--- src/rtl/spi_master_cfg.sv ---
// spi_master_cfg: parametrised SPI master supporting all four SPI modes, per-frame CPOL/CPHA,
// configurable frame width, SCLK divider and several chip selects.
//
// Parameters
//   DATA_W   frame width in bits (>= 2)
//   CLK_DIV  clk cycles per SCLK half-period (>= 1)
//   NUM_CS   number of chip-select lines (>= 1)
//
// Ports
//   clk, rst_n         system clock, asynchronous active-low reset
//   start              frame request, only looked at while idle
//   cpol, cpha         SPI mode, latched when a frame is accepted
//   cs_sel             target slave index, latched when a frame is accepted
//   data_in            transmit word, latched when a frame is accepted
//   lsb_first          (SPI_LSB_FIRST_EN builds only) shift LSB first, latched at start
//   data_out           received word, updated when a frame finishes
//   busy, done         frame in progress / one-cycle end-of-frame pulse
//   sclk, mosi, miso   SPI bus
//   cs_n               active-low chip selects
//
// Build option: define SPI_LSB_FIRST_EN to add the lsb_first input. Without it frames are
// always MSB first. Timing is identical in both builds.

module spi_master_cfg #(
  parameter int unsigned DATA_W  = 8,
  parameter int unsigned CLK_DIV = 2,
  parameter int unsigned NUM_CS  = 1,
  localparam int unsigned CS_W   = (NUM_CS > 1) ? $clog2(NUM_CS) : 1
) (
  input  logic              clk,
  input  logic              rst_n,
  input  logic              start,
  input  logic              cpol,
  input  logic              cpha,
  input  logic [CS_W-1:0]   cs_sel,
  input  logic [DATA_W-1:0] data_in,
`ifdef SPI_LSB_FIRST_EN
  input  logic              lsb_first,
`endif
  output logic [DATA_W-1:0] data_out,
  output logic              busy,
  output logic              done,
  output logic              sclk,
  output logic              mosi,
  input  logic              miso,
  output logic [NUM_CS-1:0] cs_n
);

  localparam int unsigned DivW  = (CLK_DIV > 1) ? $clog2(CLK_DIV) : 1;
  localparam int unsigned HalfW = $clog2(2 * DATA_W);

  localparam logic [DivW-1:0]  DivLast  = DivW'(CLK_DIV - 1);
  localparam logic [HalfW-1:0] HalfLast = HalfW'(2 * DATA_W - 1);
  // One extra bit so NUM_CS == 2**CS_W is representable.
  localparam logic [CS_W:0]    NumCsL   = (CS_W + 1)'(NUM_CS);

  typedef enum logic [2:0] {StIdle, StSetup, StXfer, StHold, StFinish} state_e;

  state_e              state_q, state_d;
  logic [DivW-1:0]     div_q, div_d;
  logic [HalfW-1:0]    half_q, half_d;
  logic                cpol_q, cpol_d;
  logic                cpha_q, cpha_d;
  logic [DATA_W-1:0]   tx_q, tx_d;
  logic [DATA_W-1:0]   rx_q, rx_d;
  logic [DATA_W-1:0]   data_out_q, data_out_d;
  logic                sclk_q, sclk_d;
  logic                mosi_q, mosi_d;
  logic [NUM_CS-1:0]   cs_n_q, cs_n_d;
  logic                busy_q, busy_d;
  logic                done_q, done_d;

  logic                lsb_in;   // bit order requested for the frame being accepted
  logic                lsb_cur;  // bit order of the frame in flight
  logic                cs_ok;
  logic                div_end;
  logic                lead;
  logic [NUM_CS-1:0]   cs_dec;

`ifdef SPI_LSB_FIRST_EN
  logic lsb_q, lsb_d;
  assign lsb_in  = lsb_first;
  assign lsb_cur = lsb_q;
`else
  assign lsb_in  = 1'b0;
  assign lsb_cur = 1'b0;
`endif

  assign cs_ok   = ({1'b0, cs_sel} < NumCsL);
  assign div_end = (div_q == DivLast);
  // Toggle number half_q+1 is odd (leading edge) when half_q is even.
  assign lead    = ~half_q[0];

  always_comb begin
    cs_dec = '1;
    for (int i = 0; i < int'(NUM_CS); i++) begin
      cs_dec[i] = (cs_sel != CS_W'(i));
    end
  end

  always_comb begin
    state_d    = state_q;
    div_d      = div_q;
    half_d     = half_q;
    cpol_d     = cpol_q;
    cpha_d     = cpha_q;
    tx_d       = tx_q;
    rx_d       = rx_q;
    data_out_d = data_out_q;
    sclk_d     = sclk_q;
    mosi_d     = mosi_q;
    cs_n_d     = cs_n_q;
    busy_d     = busy_q;
    done_d     = 1'b0;
`ifdef SPI_LSB_FIRST_EN
    lsb_d      = lsb_q;
`endif

    unique case (state_q)
      StIdle: begin
        sclk_d = cpol;
        if (start && cs_ok) begin
          state_d = StSetup;
          div_d   = '0;
          half_d  = '0;
          cpol_d  = cpol;
          cpha_d  = cpha;
          rx_d    = '0;
          busy_d  = 1'b1;
          cs_n_d  = cs_dec;
`ifdef SPI_LSB_FIRST_EN
          lsb_d   = lsb_first;
`endif
          if (!cpha) begin
            // Mode with sampling on the leading edge: first bit must be on the wire now.
            mosi_d = lsb_in ? data_in[0] : data_in[DATA_W-1];
            tx_d   = lsb_in ? (data_in >> 1) : (data_in << 1);
          end else begin
            tx_d   = data_in;
          end
        end
      end

      StSetup: begin
        sclk_d = cpol_q;
        div_d  = div_end ? '0 : div_q + 1'b1;
        if (div_end) begin
          state_d = StXfer;
        end
      end

      StXfer: begin
        div_d = div_end ? '0 : div_q + 1'b1;
        if (div_end) begin
          sclk_d = ~sclk_q;
          half_d = half_q + 1'b1;
          if (lead ^ cpha_q) begin
            // Sampling edge: miso captured together with the sclk transition.
            rx_d = lsb_cur ? {miso, rx_q[DATA_W-1:1]} : {rx_q[DATA_W-2:0], miso};
          end else if (cpha_q || (half_q != HalfLast)) begin
            mosi_d = lsb_cur ? tx_q[0] : tx_q[DATA_W-1];
            tx_d   = lsb_cur ? (tx_q >> 1) : (tx_q << 1);
          end
          if (half_q == HalfLast) begin
            state_d = StHold;
            half_d  = '0;
          end
        end
      end

      StHold: begin
        sclk_d = cpol_q;
        div_d  = div_end ? '0 : div_q + 1'b1;
        if (div_end) begin
          state_d = StFinish;
        end
      end

      StFinish: begin
        state_d    = StIdle;
        cs_n_d     = '1;
        data_out_d = rx_q;
        done_d     = 1'b1;
        busy_d     = 1'b0;
      end

      default: begin
        state_d = StIdle;
        cs_n_d  = '1;
        busy_d  = 1'b0;
      end
    endcase
  end

  always_ff @(posedge clk or negedge rst_n) begin
    if (!rst_n) begin
      state_q    <= StIdle;
      div_q      <= '0;
      half_q     <= '0;
      cpol_q     <= 1'b0;
      cpha_q     <= 1'b0;
      tx_q       <= '0;
      rx_q       <= '0;
      data_out_q <= '0;
      sclk_q     <= 1'b0;
      mosi_q     <= 1'b0;
      cs_n_q     <= '1;
      busy_q     <= 1'b0;
      done_q     <= 1'b0;
`ifdef SPI_LSB_FIRST_EN
      lsb_q      <= 1'b0;
`endif
    end else begin
      state_q    <= state_d;
      div_q      <= div_d;
      half_q     <= half_d;
      cpol_q     <= cpol_d;
      cpha_q     <= cpha_d;
      tx_q       <= tx_d;
      rx_q       <= rx_d;
      data_out_q <= data_out_d;
      sclk_q     <= sclk_d;
      mosi_q     <= mosi_d;
      cs_n_q     <= cs_n_d;
      busy_q     <= busy_d;
      done_q     <= done_d;
`ifdef SPI_LSB_FIRST_EN
      lsb_q      <= lsb_d;
`endif
    end
  end

  assign data_out = data_out_q;
  assign busy     = busy_q;
  assign done     = done_q;
  assign sclk     = sclk_q;
  assign mosi     = mosi_q;
  assign cs_n     = cs_n_q;

endmodule

--- config.mk ---
export PLATFORM = sky130hd
export DESIGN_NAME = spi_master_cfg
export DESIGN_NICKNAME = d
export VERILOG_FILES = /design/src/rtl/spi_master_cfg.sv
export SDC_FILE = /design/constraint.sdc
export NUM_CORES = 1
export LEC_CHECK = 0
export BUFFER_PORTS_ARGS = -buffer_cell sky130_fd_sc_hd__buf_2
export CORE_MARGIN = 2
export CORE_UTILIZATION = 35
export DETAILED_ROUTE_END_ITERATION = 6
export HOLD_SLACK_MARGIN = 0.06
export PLACE_DENSITY_LB_ADDON = 0.2
export SLEW_MARGIN = 0
export SYNTH_ARGS = -nofsm -noshare
export SYNTH_HDL_FRONTEND = slang
export SYNTH_SLANG_ARGS = --single-unit
--- constraint.sdc ---
create_clock -name clk -period 3.44 [get_ports clk]
set_input_delay 0 -clock clk [delete_from_list [all_inputs] [get_ports clk]]
set_output_delay 0 -clock clk [all_outputs]
set_load 0.01 [all_outputs]
### Word-level counts from Yosys, hierarchy flattened

Cells that the tools add are included.

* add/sub/neg operators: 2
* magnitude comparators: 1
* eq/ne operators: 15
* muxes and demuxes: 36
* bitwise logic cells: 4
* reduce and logical (&&, ||, !) cells: 17

Operators with widths (number)
* two-way mux 8 bit: 8
* case mux 8 bit (2 select lines): 2
* != test 2 bit (second input constant): 9
* two-way mux 3 bit: 5
* two-way mux 4 bit: 3
* case mux 3 bit (4 select lines): 1
* two-way mux 1 bit: 11
* AND reduction 5 bit: 2
* case mux 1 bit (2 select lines): 4
* case mux 4 bit (2 select lines): 1
* AND reduction 2 bit: 4
* == test 3 x 2 -> 1 bit (second input constant): 2
* AND reduction 6 bit: 1
* adder 4 x 1 -> 4 bit (second input constant): 1
* == test 4 bit (second input constant): 1
* != test 4 bit (second input constant): 1
* AND reduction 4 bit: 1
* nonzero test 2 bit: 2
* == test 3 x 1 -> 1 bit (second input constant): 1
* == test 3 bit (second input constant): 1
* logical NOT 3 bit: 1
* NOT 1 bit: 3
* case mux 1 bit (3 select lines): 1
* AND reduction 3 bit: 1
* other kinds (8): 8

* bits in registers: 39
* input bits: 15
* output and inout port bits: 13
* word-level logic and storage cells: 88

### Logic depth before layout (Yosys ltp)

* word-level depth: 6
* mapped depth: 6
* gate-level depth less buffers: 5

### Least setup slack after synthesis

OpenSTA, ideal clock, no wires.

* path kind: flip-flop to flip-flop
* from: register state_q[0]
* to: register tx_q[2]
* library setup time: 0.125 ns
* data arrival time: 1.619 ns
* data required time: 3.315 ns
* slack: 1.696 ns
* cell stages (with the launch flop): 6
* path buffers: 1
* clock period less this slack: 1.744 ns
* path through: dfrtp_1 or3b_1 buf_4 a211oi_4 nor2_4 mux2_4

* word-level cells in the longest chain between the ends: 3
* elaborated cells on any way between the ends: 9
* those cells by class: eq/ne (5); mux (1); reduce/logical (3)

Ends and longest elaborated chain
* start: declaration: RTL line 59 `state_e state_q, state_d;`
* start signal: assignment: RTL line 197 `state_q <= StIdle;`
* start signal: assignment: RTL line 214 `state_q <= state_d;`
* == test 3 x 2 -> 1 bit / logical NOT 3 bit (equally long branches): RTL line 119 `unique case (state_q)`
* != test 2 bit (no source line) / nonzero test 2 bit (equally long branches)
* AND reduction 5 bit (no source line)
* end signal: assignment: RTL line 219 `tx_q <= tx_d;`
* end: declaration: RTL line 64 `logic [DATA_W-1:0] tx_q, tx_d;`

Several ways; a longest one is shown, not always the timed one.
A chain may end at the register's enable or synchronous reset.

### Worst setup path in the final report

* from: register state_q[1]
* to: register tx_q[5]

Same word-level chain as after synthesis.

==> reports/qor.yml <==
setup_path:
  critPathLaunch: "state_q[1]$_DFFE_PN0P_"
  timing.rr.end: "tx_q[5]$_DFFE_PN0P_"
  cp.required_ns: 3.62
  start_kind: "flip-flop"
  cp_cell_sequence: "or3b_1, a211oi_4, nor2_4, mux2_4"
  cp-end-kind: "flip-flop"
  arrival_ns: 2.48
  cp_max_fo: 19
  worst_path_largest_cell_delay_ns: 0.69
  r2r_slack_ns: 1.14
  r2r_start: "state_q[1]$_DFFE_PN0P_"
  r2r.worst_path.cells: 4
  crit_slowest_cell: "or3b_1"
  crit_type: "flip-flop to flip-flop"
timing:
  setup_ws_ns: 1.14
  finalCritPeriodShare_pct: 66.9
  fin_hold_ws_ns: 0.0824
  worst_pin_slew_ns: 1.04
  drv_slew: 0
  slew_headroom_pct: 30.7
  rsz0062_at_grt: "false"
  fin_setup_tns_ns: 0
  skew_ns: 0.00491
  fmax_mhz: 434
  hold_viol: 0
  setup_viol: 0
  post-route-min-period_ns: 2.30
synthesis:
  synth_top_family_by_area: "multiplexers"
  syn_nets: 192
  netlist_top_cells_count: "dfrtp_1, nand2_1, o21ai_0"
  netlist_instances: 176
  yosys_warnings: 0
  synthAdderAreaFrac_pct: 0.670
  synth_edf_count: 0
  ys.flop_type: "dfrtp_1"
  async_reset_ff_share_pct: 100
  avgSynthCellArea_um2: 10.6
  netlist.area_leader.share_pct: 50.9
  synth_compound_gate_area_share_pct: 13.9
  synth_xor_xnor_area_share_pct: 0.938
  yosysUniqueCellTypes: 36
  synth-simple-area-share_pct: 14.3
  yosys-top-cells-area: "dfrtp_1, mux2_2, o21ai_0"
  yosys.area.top_type: "dfrtp_1"
  synth_area_mm2: 0.00187
  synth-seq-cells: 39
  yosysMostFrequentCell: "dfrtp_1"
  seq_area_frac_synth_pct: 52.3
  synthMuxAreaShare_pct: 15.1
pwr:
  ir_drop_v: 0.000356
  power.total_mw: 1.67
  power.leakage_nw: 1.02
  powerDensity_mw_per_mm2: 764
flow_run:
  maxCapViolCount: 0
cts:
  cts_tree: "yes"
  cts_resized: 0
  cts_hold_buf: 4
  post-cts-setup-buffers: 0
  cts_buffer_depth: 2
  cts_buffers: 5
  path_clk_slew_ns: 0.07
  cts_sinks: 39
  htreeDepth: 2
  cts_root_buf: "clkbuf_8"
  clkLatencyLatePin_ns: 0.29
cells_and_area:
  fill_cells: 524
  insertedDiodeCount: 0
  regArea_um2: 977
  utilization_pct: 42.5
  drive_gt1_share_pct: 26.6
  fin_nets: 222
  layout-area-overhead-vs-synth_pct: 17.0
  multiInputGateArea_um2: 840
min_path:
  hold_end: "mosi$_DFFE_PN0P_"
  min_path_cells: 3
  min_from: "data_in[7]"
  hp-class: "input port to flip-flop"
place:
  pre_cts_ws_ns: 1.14
  numPortBuffers: 27
  dpl.hpwl_mm: 2.41
  gp_congestion: 0.727
detailed_routing:
  wl_per_cell_um: 12.6
  via_per_inst: 4.86
  dr.pass1.iters: 4
  route.detailed.drc: 0
  drt_wl_total_mm: 3.50
  via_count: 1345
  final_antenna_net_count: 0
  dr.first_iter.drc_count: 51
outcome:
  status: "completed"
floorplanning:
  die_x_um: 77.0
  core_mm2: 0.00514
  die_h_um: 77.0
  die-area_mm2: 0.00593
  io_pins: 28
  num_rows: 26
  start_util_pct: 36.3
global_routing:
  grt_max_degree: 40
  grt_pass1_vias: 1335
  track_usage_pct: 13.0
  grt.overflow.total: 0
  antenna_found_initial: 0
  grt_pass1_wl_mm: 6.08
[layout make-up]
type	count	share of cell area (%)
Clock buffer	6	3.32
Clock inverter	2	0.573
Inverter	3	0.516
Multi-Input combinational cell	125	38.5
Sequential cell	39	44.8
Tap cell	70	4.01
Timing Repair Buffer	32	8.37
[cells in the final DEF, fill, tap and decap left out]
cell type	netlist	final
and3_1	2	2
mux2i_1	8	8
clkinv_2	0	1
nor2_1	13	13
clkbuf_1	7	1
nor3_1	2	2
clkbuf_8	0	5
a211oi_4	1	1
mux2_4	6	6
o311a_1	1	1
o31ai_1	4	4
buf_4	1	1
nor3b_1	1	1
nand3_1	2	2
clkinvlp_4	0	1
o41ai_1	2	2
nor4_1	1	1
dlygate4sd3_1	0	4
a21o_1	2	2
nand2_1	24	24
nor3_2	1	1
nand2b_1	1	1
and2_1	1	1
or3b_1	1	1
ha_1	1	1
dfrtp_1	38	38
o21ai_0	19	19
nor2_4	1	1
dfstp_2	1	1
nand4_1	1	1
nand3b_1	1	1
o221ai_1	1	1
inv_1	3	3
a22o_1	1	1
buf_2	1	27
xnor2_1	2	2
mux2_2	10	10
o21ai_1	1	1
nor2b_1	4	4
a21oi_1	10	10
[cell families (layout without fill, tap and decap cells)]
family / count (synthesis) / in the layout
AO/OA/AOI/OAI: 42 / 42
buffers and inverters: 12 / 43
XOR/XNOR: 2 / 2
multiplexers: 24 / 24
adder cells (fa/ha/maj): 1 / 1
AND/OR/NAND/NOR: 56 / 56
flip-flops: 39 / 39
[metal layers]
metal	GRT usage [%]	vias to the layer above	share of wire [%]
li1	-	675	-
met1	16.7	640	47
met2	20.7	25	47
met3	3.29	5	4.6
met4	5.89	0	1.6
met5	0	-	0
[sequential cells by signal, summed over array words and instances, names as in the netlist]
| name | count |
|---|---|
| data_out | 8 |
| rx_q | 8 |
| tx_q | 8 |
| half_q | 4 |
| state_q | 3 |
| busy | 1 |
| cpha_q | 1 |
| cpol_q | 1 |
| cs_n | 1 |
| div_end | 1 |
| done | 1 |
| mosi | 1 |
| sclk | 1 |
[stage by stage]
step | std cells | area [um^2]
after floorplan | 176 | 1870
after global placement | 265 | 2060
after detailed placement | 265 | 2060
after CTS | 277 | 2180
after global routing | 277 | 2180
final | 277 | 2180
[critical path, delay by kind of cell, from the launching register on]
family | cells | cell delay [ns]
multiplexers | 1 | 0.34
AO/OA/AOI/OAI | 1 | 0.46
flip-flops | 1 | 0.58
AND/OR/NAND/NOR | 2 | 0.82
[worst max path at each step]
stage                     cells past startpoint                   to  slack [ns]
after floorplan                               5  tx_q[2]$_DFFE_PN0P_        1.70
after global placement                        4  tx_q[4]$_DFFE_PN0P_        1.18
after detailed placement                      4  tx_q[5]$_DFFE_PN0P_        1.14
after CTS                                     4  tx_q[5]$_DFFE_PN0P_        1.12
after global routing                          4  tx_q[3]$_DFFE_PN0P_        0.99
final                                         4  tx_q[5]$_DFFE_PN0P_        1.14
[power by group]
group,internal [mW],total [mW],switching [mW]
clock,0.142,0.297,0.155
sequential,0.601,0.745,0.144
combinational,0.301,0.626,0.325
total,1.04,1.67,0.624
(Power assumes the default switching activity.)
